===== src/rtl/btn_event_pkg.sv =====
// Shared types and default timing constants for the push-button event generator.
package btn_event_pkg;

  typedef enum logic [1:0] {
    IDLE  = 2'd0,
    PRESS = 2'd1,
    LONG  = 2'd2
  } state_t;

  localparam int DEF_LONG_TICKS   = 500;
  localparam int DEF_REPEAT_TICKS = 100;

endpackage


===== src/rtl/hold_timer.sv =====
// Hold-duration counter: synchronous clear, tick-enabled increment, and a flag
// that is high while the count equals the supplied terminal value.
module hold_timer #(
  parameter int CNT_W = 16
) (
  input  logic             clk,
  input  logic             reset,
  input  logic             clear,
  input  logic             inc,
  input  logic [CNT_W-1:0] terminal,
  output logic             tc
);

  logic [CNT_W-1:0] cnt;

  always_ff @(posedge clk) begin
    if (reset || clear) begin
      cnt <= '0;
    end else if (inc) begin
      cnt <= cnt + CNT_W'(1);
    end
  end

  assign tc = (cnt == terminal);

endmodule


===== src/rtl/button_event_gen.sv =====
// Turns a debounced button level into press/release/long/repeat strobes.
// Auto-repeat in the LONG state is built only when BTN_AUTO_REPEAT_EN is defined.
module button_event_gen
  import btn_event_pkg::*;
#(
  parameter int LONG_TICKS   = DEF_LONG_TICKS,
  parameter int REPEAT_TICKS = DEF_REPEAT_TICKS,
  parameter int CNT_W        = 16
) (
  input  logic clk,
  input  logic reset,
  input  logic tick_en,
  input  logic btn_level,
  output logic press_pulse,
  output logic release_pulse,
  output logic long_pulse,
  output logic repeat_pulse,
  output logic held
);

  localparam logic [CNT_W-1:0] LONG_TERM   = CNT_W'(LONG_TICKS - 1);
  localparam logic [CNT_W-1:0] REPEAT_TERM = CNT_W'(REPEAT_TICKS - 1);

  state_t           state, state_n;
  logic             btn_prev;
  logic             rise, fall;
  logic             press_n, release_n, long_n, repeat_n;
  logic             tmr_clear, tmr_inc, tmr_tc;
  logic [CNT_W-1:0] tmr_term;

  assign rise     = btn_level & ~btn_prev;
  assign fall     = ~btn_level & btn_prev;
  assign tmr_term = (state == PRESS) ? LONG_TERM : REPEAT_TERM;

  hold_timer #(.CNT_W(CNT_W)) u_hold_timer (
    .clk      (clk),
    .reset    (reset),
    .clear    (tmr_clear),
    .inc      (tmr_inc),
    .terminal (tmr_term),
    .tc       (tmr_tc)
  );

  always_comb begin
    state_n   = state;
    press_n   = 1'b0;
    release_n = 1'b0;
    long_n    = 1'b0;
    repeat_n  = 1'b0;
    tmr_clear = 1'b0;
    tmr_inc   = 1'b0;
    unique case (state)
      IDLE: begin
        if (rise) begin
          state_n   = PRESS;
          press_n   = 1'b1;
          tmr_clear = 1'b1;
        end
      end
      PRESS: begin
        // A release always beats a threshold tick in the same cycle.
        if (fall) begin
          state_n   = IDLE;
          release_n = 1'b1;
          tmr_clear = 1'b1;
        end else if (tick_en) begin
          if (tmr_tc) begin
            state_n   = LONG;
            long_n    = 1'b1;
            tmr_clear = 1'b1;
          end else begin
            tmr_inc = 1'b1;
          end
        end
      end
      LONG: begin
        if (fall) begin
          state_n   = IDLE;
          release_n = 1'b1;
          tmr_clear = 1'b1;
        end
`ifdef BTN_AUTO_REPEAT_EN
        else if (tick_en) begin
          if (tmr_tc) begin
            repeat_n  = 1'b1;
            tmr_clear = 1'b1;
          end else begin
            tmr_inc = 1'b1;
          end
        end
`endif
      end
      default: begin
        state_n   = IDLE;
        tmr_clear = 1'b1;
      end
    endcase
  end

  // btn_prev resets high so a button held through reset does not count as a press.
  always_ff @(posedge clk) begin
    if (reset) begin
      state         <= IDLE;
      btn_prev      <= 1'b1;
      press_pulse   <= 1'b0;
      release_pulse <= 1'b0;
      long_pulse    <= 1'b0;
      repeat_pulse  <= 1'b0;
      held          <= 1'b0;
    end else begin
      state         <= state_n;
      btn_prev      <= btn_level;
      press_pulse   <= press_n;
      release_pulse <= release_n;
      long_pulse    <= long_n;
      repeat_pulse  <= repeat_n;
      held          <= (state_n != IDLE);
    end
  end

endmodule


===== config.mk =====
export PLATFORM = sky130hd
export DESIGN_NAME = button_event_gen
export DESIGN_NICKNAME = d
export VERILOG_FILES = /design/src/rtl/btn_event_pkg.sv /design/src/rtl/hold_timer.sv /design/src/rtl/button_event_gen.sv
export SDC_FILE = /design/constraint.sdc
export NUM_CORES = 1
export LEC_CHECK = 0
export BUFFER_PORTS_ARGS = -buffer_cell sky130_fd_sc_hd__buf_2
export CORE_AREA = 2 2 41 71
export DETAILED_ROUTE_END_ITERATION = 8
export DIE_AREA = 0 0 43 73
export PLACE_DENSITY = 0.67
export SLEW_MARGIN = 0
export SYNTH_ARGS = -nofsm -noshare
export SYNTH_HDL_FRONTEND = slang
export SYNTH_SLANG_ARGS = --single-unit

===== constraint.sdc =====
create_clock -name clk -period 2.2 [get_ports clk]
set_clock_uncertainty 0.1 [all_clocks]
set_input_delay 0.22 -clock clk [delete_from_list [all_inputs] [get_ports clk]]
set_output_delay 0.22 -clock clk [all_outputs]
set_load 0.02 [all_outputs]

**After elaboration in Yosys (flattened, before gate mapping)**

Cells that the tools add are included.
Widths: inputs -> output; s select.

- Output and inout bits: 5
- Bits in registers: 23
- Word-level logic and storage cells: 42
- Input port bits: 4

- Add/sub/neg operators: 1
- Reductions and logical operators: 7
- Bitwise gates (word level): 7
- Equal/unequal tests: 3
- Multiplexer cells: 17

Operator list:

| cell | number |
|---|---|
| $add 16x1->16 const B | 1 |
| $eq 16x9->1 | 1 |
| $mux 2 | 5 |
| $mux 1 | 9 |
| $mux 9 | 1 |
| $pmux 2 s3 | 1 |
| $reduce_or 2->1 | 3 |
| $not 1->1 | 5 |
| $pmux 1 s3 | 1 |
| $reduce_or 3->1 | 1 |
| $and 1x1->1 | 2 |
| $eq 2x1->1 const B | 1 |
| $eq 2x2->1 const B | 1 |
| $logic_not 2->1 | 1 |
| $reduce_bool 2->1 | 1 |
| $logic_or 1x1->1 | 1 |

**Longest topological paths before layout**

- Word-level depth: 8
- Mapped depth: 7
- Depth with buffers taken out: 6

**Modules after synthesis**

From an unflattened synthesis, not the netlist that was laid out.

- Cells, all modules: 147
- Area, all modules: 1278.7 um^2

Modules (own cells, without submodules):

| module | cells each | instances | sequential area each (um^2) | area each (um^2) |
|---|---|---|---|---|
| hold_timer | 104 | 1 | 320.3 | 905.9 |
| button_event_gen | 43 | 1 | 140.1 | 372.9 |

**Least setup slack after synthesis**

No wires, ideal clock.

- Kind: register -> register
- Start: register state[1]
- End: register u_hold_timer.cnt[12]
- Data required time: 2030 ps
- Buffers on the path: 1
- Arrival time: 1866 ps
- Clock period less this slack: 2036 ps
- Path slack: 164 ps
- Setup time: 70 ps
- Cell stages (with the launch flop): 8
- Cells stage by stage: dfxtp_1 > inv_1 > ha_1 > nand2_2 > or3_4 > buf_6 > or4_1 > a21oi_1

- Cells in the longest elaborated chain, start to end: 8
- Elaborated cells on any way between the ends: 14
- Classes of those cells: eq/ne: 3; mux: 9; reduce/logical: 2

Ends and longest elaborated chain:

| item | line | text |
|---|---|---|
| start: declaration | button_event_gen.sv:24 | `state_t state, state_n;` |
| start signal: assignment | button_event_gen.sv:111 | `state <= state_n;` |
| $eq 2x1->1 | button_event_gen.sv:33, button_event_gen.sv:52 |  |
| $mux 9 | button_event_gen.sv:33 | `assign tmr_term = (state == PRESS) ? LONG_TERM : REPEAT_TERM;` |
| $eq 16x9->1 | hold_timer.sv:24 | `assign tc = (cnt == terminal);` |
| $mux 1 | button_event_gen.sv:67 | `if (tmr_tc) begin` |
| $mux 1 | button_event_gen.sv:66 | `end else if (tick_en) begin` |
| $mux 1 | button_event_gen.sv:62 | `if (fall) begin` |
| $pmux 1 s3 | button_event_gen.sv:52 | `unique case (state)` |
| $logic_or 1x1->1 | hold_timer.sv:17 | `if (reset \|\| clear) begin` |
| end signal: assignment | hold_timer.sv:20 | `cnt <= cnt + CNT_W'(1);` |
| end: declaration | hold_timer.sv:14 | `logic [CNT_W-1:0] cnt;` |

Several ways; a longest one is shown, not always the timed one.
A chain may end at the register's enable or synchronous reset.

**Final worst setup path**

- Start: register state[0]
- End: register u_hold_timer.cnt[8]

Same word-level chain as after synthesis.

==> impl_metrics.json <==
{
  "status": "finished, final reports clean",
  "rows": 25,
  "synth-seq-area-share": 0.375,
  "worstPathRequired_ns": 2.30,
  "postCtsHoldBufs": 0,
  "post-route-min-period_ns": 2.04,
  "max_freq_ghz": 0.491,
  "die_h_um": 73,
  "route.vias.total": 1148,
  "grt_max_degree": 13,
  "peakVddDrop_mv": 0.309,
  "n_antenna_cell": 0,
  "drive_gt1_frac": 0.150,
  "finalWirelength_um": 2820,
  "finalSetupTns_ns": 0,
  "cts_buffer_depth": 2,
  "die_w_um": 43,
  "fin_hold_ws_ns": 0.0955,
  "synth-xor-area-share": 0.0285,
  "post-route-util": 0.520,
  "fin_ws_ns": 0.165,
  "syn-mean-instance-area_um2": 8.71,
  "drt-initial-drc-count": 30,
  "yosys.cell_types.count": 44,
  "maxCapViolCount": 0,
  "ctsResizeCount": 0,
  "syn_to_final_growth_pct": 11.1,
  "setup_violations": 0,
  "place_ws_ns": 0.0562,
  "synth.area.mux_share": 0,
  "period_share": 0.925,
  "tightest_slew_ns": 0.516,
  "path_class": "flop to flop",
  "relSlewSlack": 0.653,
  "rsz0062_at_grt": "false",
  "grt_pass1_wl_um": 4700,
  "fillers": 266,
  "cts_tree": "yes",
  "worstPathMaxFanout": 9,
  "clk_pin_slew_ns": 0.08,
  "io_pins": 9,
  "slew_violations": 0,
  "syn_nets": 150,
  "drc": 0,
  "gr-usage-all-layers": 0.200,
  "cp.arrival_ns": 2.13,
  "synth_fa_ha_area_frac": 0.0509,
  "io_buffers": 7,
  "final_common_cell": "dfxtp_1",
  "postCtsSetupBuffers": 0,
  "placed_area_um2": 1300,
  "first_pass_iters": 4,
  "avgViaCountPerCell": 6.38,
  "ys_warn_count": 0,
  "antenna_found_initial": 0,
  "dp.final_hpwl_um": 2270,
  "final_cell_mix": "23 x dfxtp_1, 13 x a21oi_1, 9 x nor2_1",
  "p_leak_uw": 0.000466,
  "synth_compound_area_frac": 0.178,
  "final_area_um2": 1370,
  "antenna_left": 0,
  "htree_levels": 1,
  "synth_cells": 141,
  "wl_per_cell_um": 15.6,
  "hold_viol": 0,
  "root_buffer": "clkbuf_8",
  "fp.dieArea_um2": 3140,
  "synth-simple-area-share": 0.321,
  "initial_core_util": 0.468,
  "start_kind": "flop",
  "cts_buffers": 3,
  "end_kind": "flop",
  "hp-class": "primary input to flop",
  "insertion_delay_ns": 0.26,
  "gp_congestion": 0.873,
  "synth_top_family_by_area": "simple AND/OR/NAND/NOR gates",
  "nNetsFinal": 163,
  "grt_overflow": 0,
  "synth_seq_cells": 23,
  "grt_pass1_vias": 1120,
  "netlist_area_um2": 1230,
  "cts.sinks": 23,
  "core_um2": 2630,
  "power.density_nw_per_um2": 539
}
-- flip-flops by register name, indices dropped and copies added, names as in the netlist --
name and cells:
press_pulse 1, state 2, long_pulse 1, u_hold_timer.cnt 16, held 1, btn_prev 1, release_pulse 1
-- critical path, cell delays in order (launching register included) --
cell and delay (ns):
dfxtp_1 0.46, ha_4 0.21, nand2_2 0.12, or4_4 0.56
or3_1 0.37, a21oi_1 0.15
-- per-layer routing --
layer	vias to the layer above	track usage	share of wire
li1	564	-	-
met1	539	0.180	0.37
met2	32	0.375	0.56
met3	13	0.0322	0.027
met4	0	0.158	0.044
met5	-	0	0
-- layout make-up --
| cell class | count | area, um2 | share of cell area |
|---|---|---|---|
| Sequential cell | 23 | 460 | 0.337 |
| Inverter | 4 | 15.0 | 0.0110 |
| Timing Repair Buffer | 13 | 80.1 | 0.0587 |
| Tap cell | 27 | 33.8 | 0.0247 |
| Clock buffer | 4 | 45.0 | 0.0330 |
| Multi-Input combinational cell | 109 | 731 | 0.535 |
-- metrics by stage --
stage          cells  total power, uW
6_report         180              736
5_1_grt          180              770
4_1_cts          180              745
3_5_place_dp     176              486
3_3_place_gp     176              484
2_1_floorplan    141              469
-- cells in the mapped netlist, drive strengths merged --
library cell / number / area share
and4b: 1 / 0.0081
a21oi: 13 / 0.053
conb: 1 / 0.0031
nor2: 9 / 0.027
or3: 6 / 0.035
o221a: 1 / 0.0092
or2: 1 / 0.0051
nor4bb: 1 / 0.0081
nor3: 3 / 0.012
nor3b: 1 / 0.0061
clkbuf: 1 / 0.0031
and3b: 1 / 0.0071
nor2b: 1 / 0.0051
nor4: 5 / 0.025
o21ai: 7 / 0.029
nand4: 5 / 0.025
and4: 2 / 0.014
and2: 2 / 0.010
o2111ai: 2 / 0.014
xnor2: 4 / 0.029
inv: 4 / 0.012
and3: 1 / 0.0051
nand3: 6 / 0.024
buf: 4 / 0.029
o31ai: 5 / 0.031
o211a: 1 / 0.0081
a31oi: 1 / 0.0051
or2b: 1 / 0.0061
nand2: 8 / 0.026
nor4b: 3 / 0.021
o2111a: 1 / 0.0092
o21a: 1 / 0.0061
o32ai: 1 / 0.0071
or4: 6 / 0.037
and2b: 1 / 0.0061
a31o: 1 / 0.0071
nand2b: 1 / 0.0051
ha: 5 / 0.051
dfxtp: 23 / 0.37
-- path summary, 6_finish.rpt --
check,to,startpoint,slack (ns),cells past startpoint
worst max register to register,u_hold_timer.cnt[8],state[0],0.16,5
worst max-delay path,u_hold_timer.cnt[8],state[0],0.16,5
worst min-delay path,long_pulse,reset,0.1,2
worst min register to register,u_hold_timer.cnt[15],u_hold_timer.cnt[15],0.40,2
-- kinds of logic (layout without fill, tap and decap cells) --
family / Yosys count / count (layout)
flip-flops: 23 / 23
AO/OA/AOI/OAI: 34 / 34
adder cells (fa/ha/maj): 5 / 5
buffers and inverters: 9 / 21
AND/OR/NAND/NOR: 65 / 65
XOR/XNOR: 4 / 4
other: 1 / 1
-- where the power goes --
part	leakage [uW]	internal, uW	switching, uW
Clock	0.0000228	129	128
Combinational	0.000258	20.8	34.0
Sequential	0.000186	420	3.71
No activity file was read; power rests on OpenSTA's default activity.
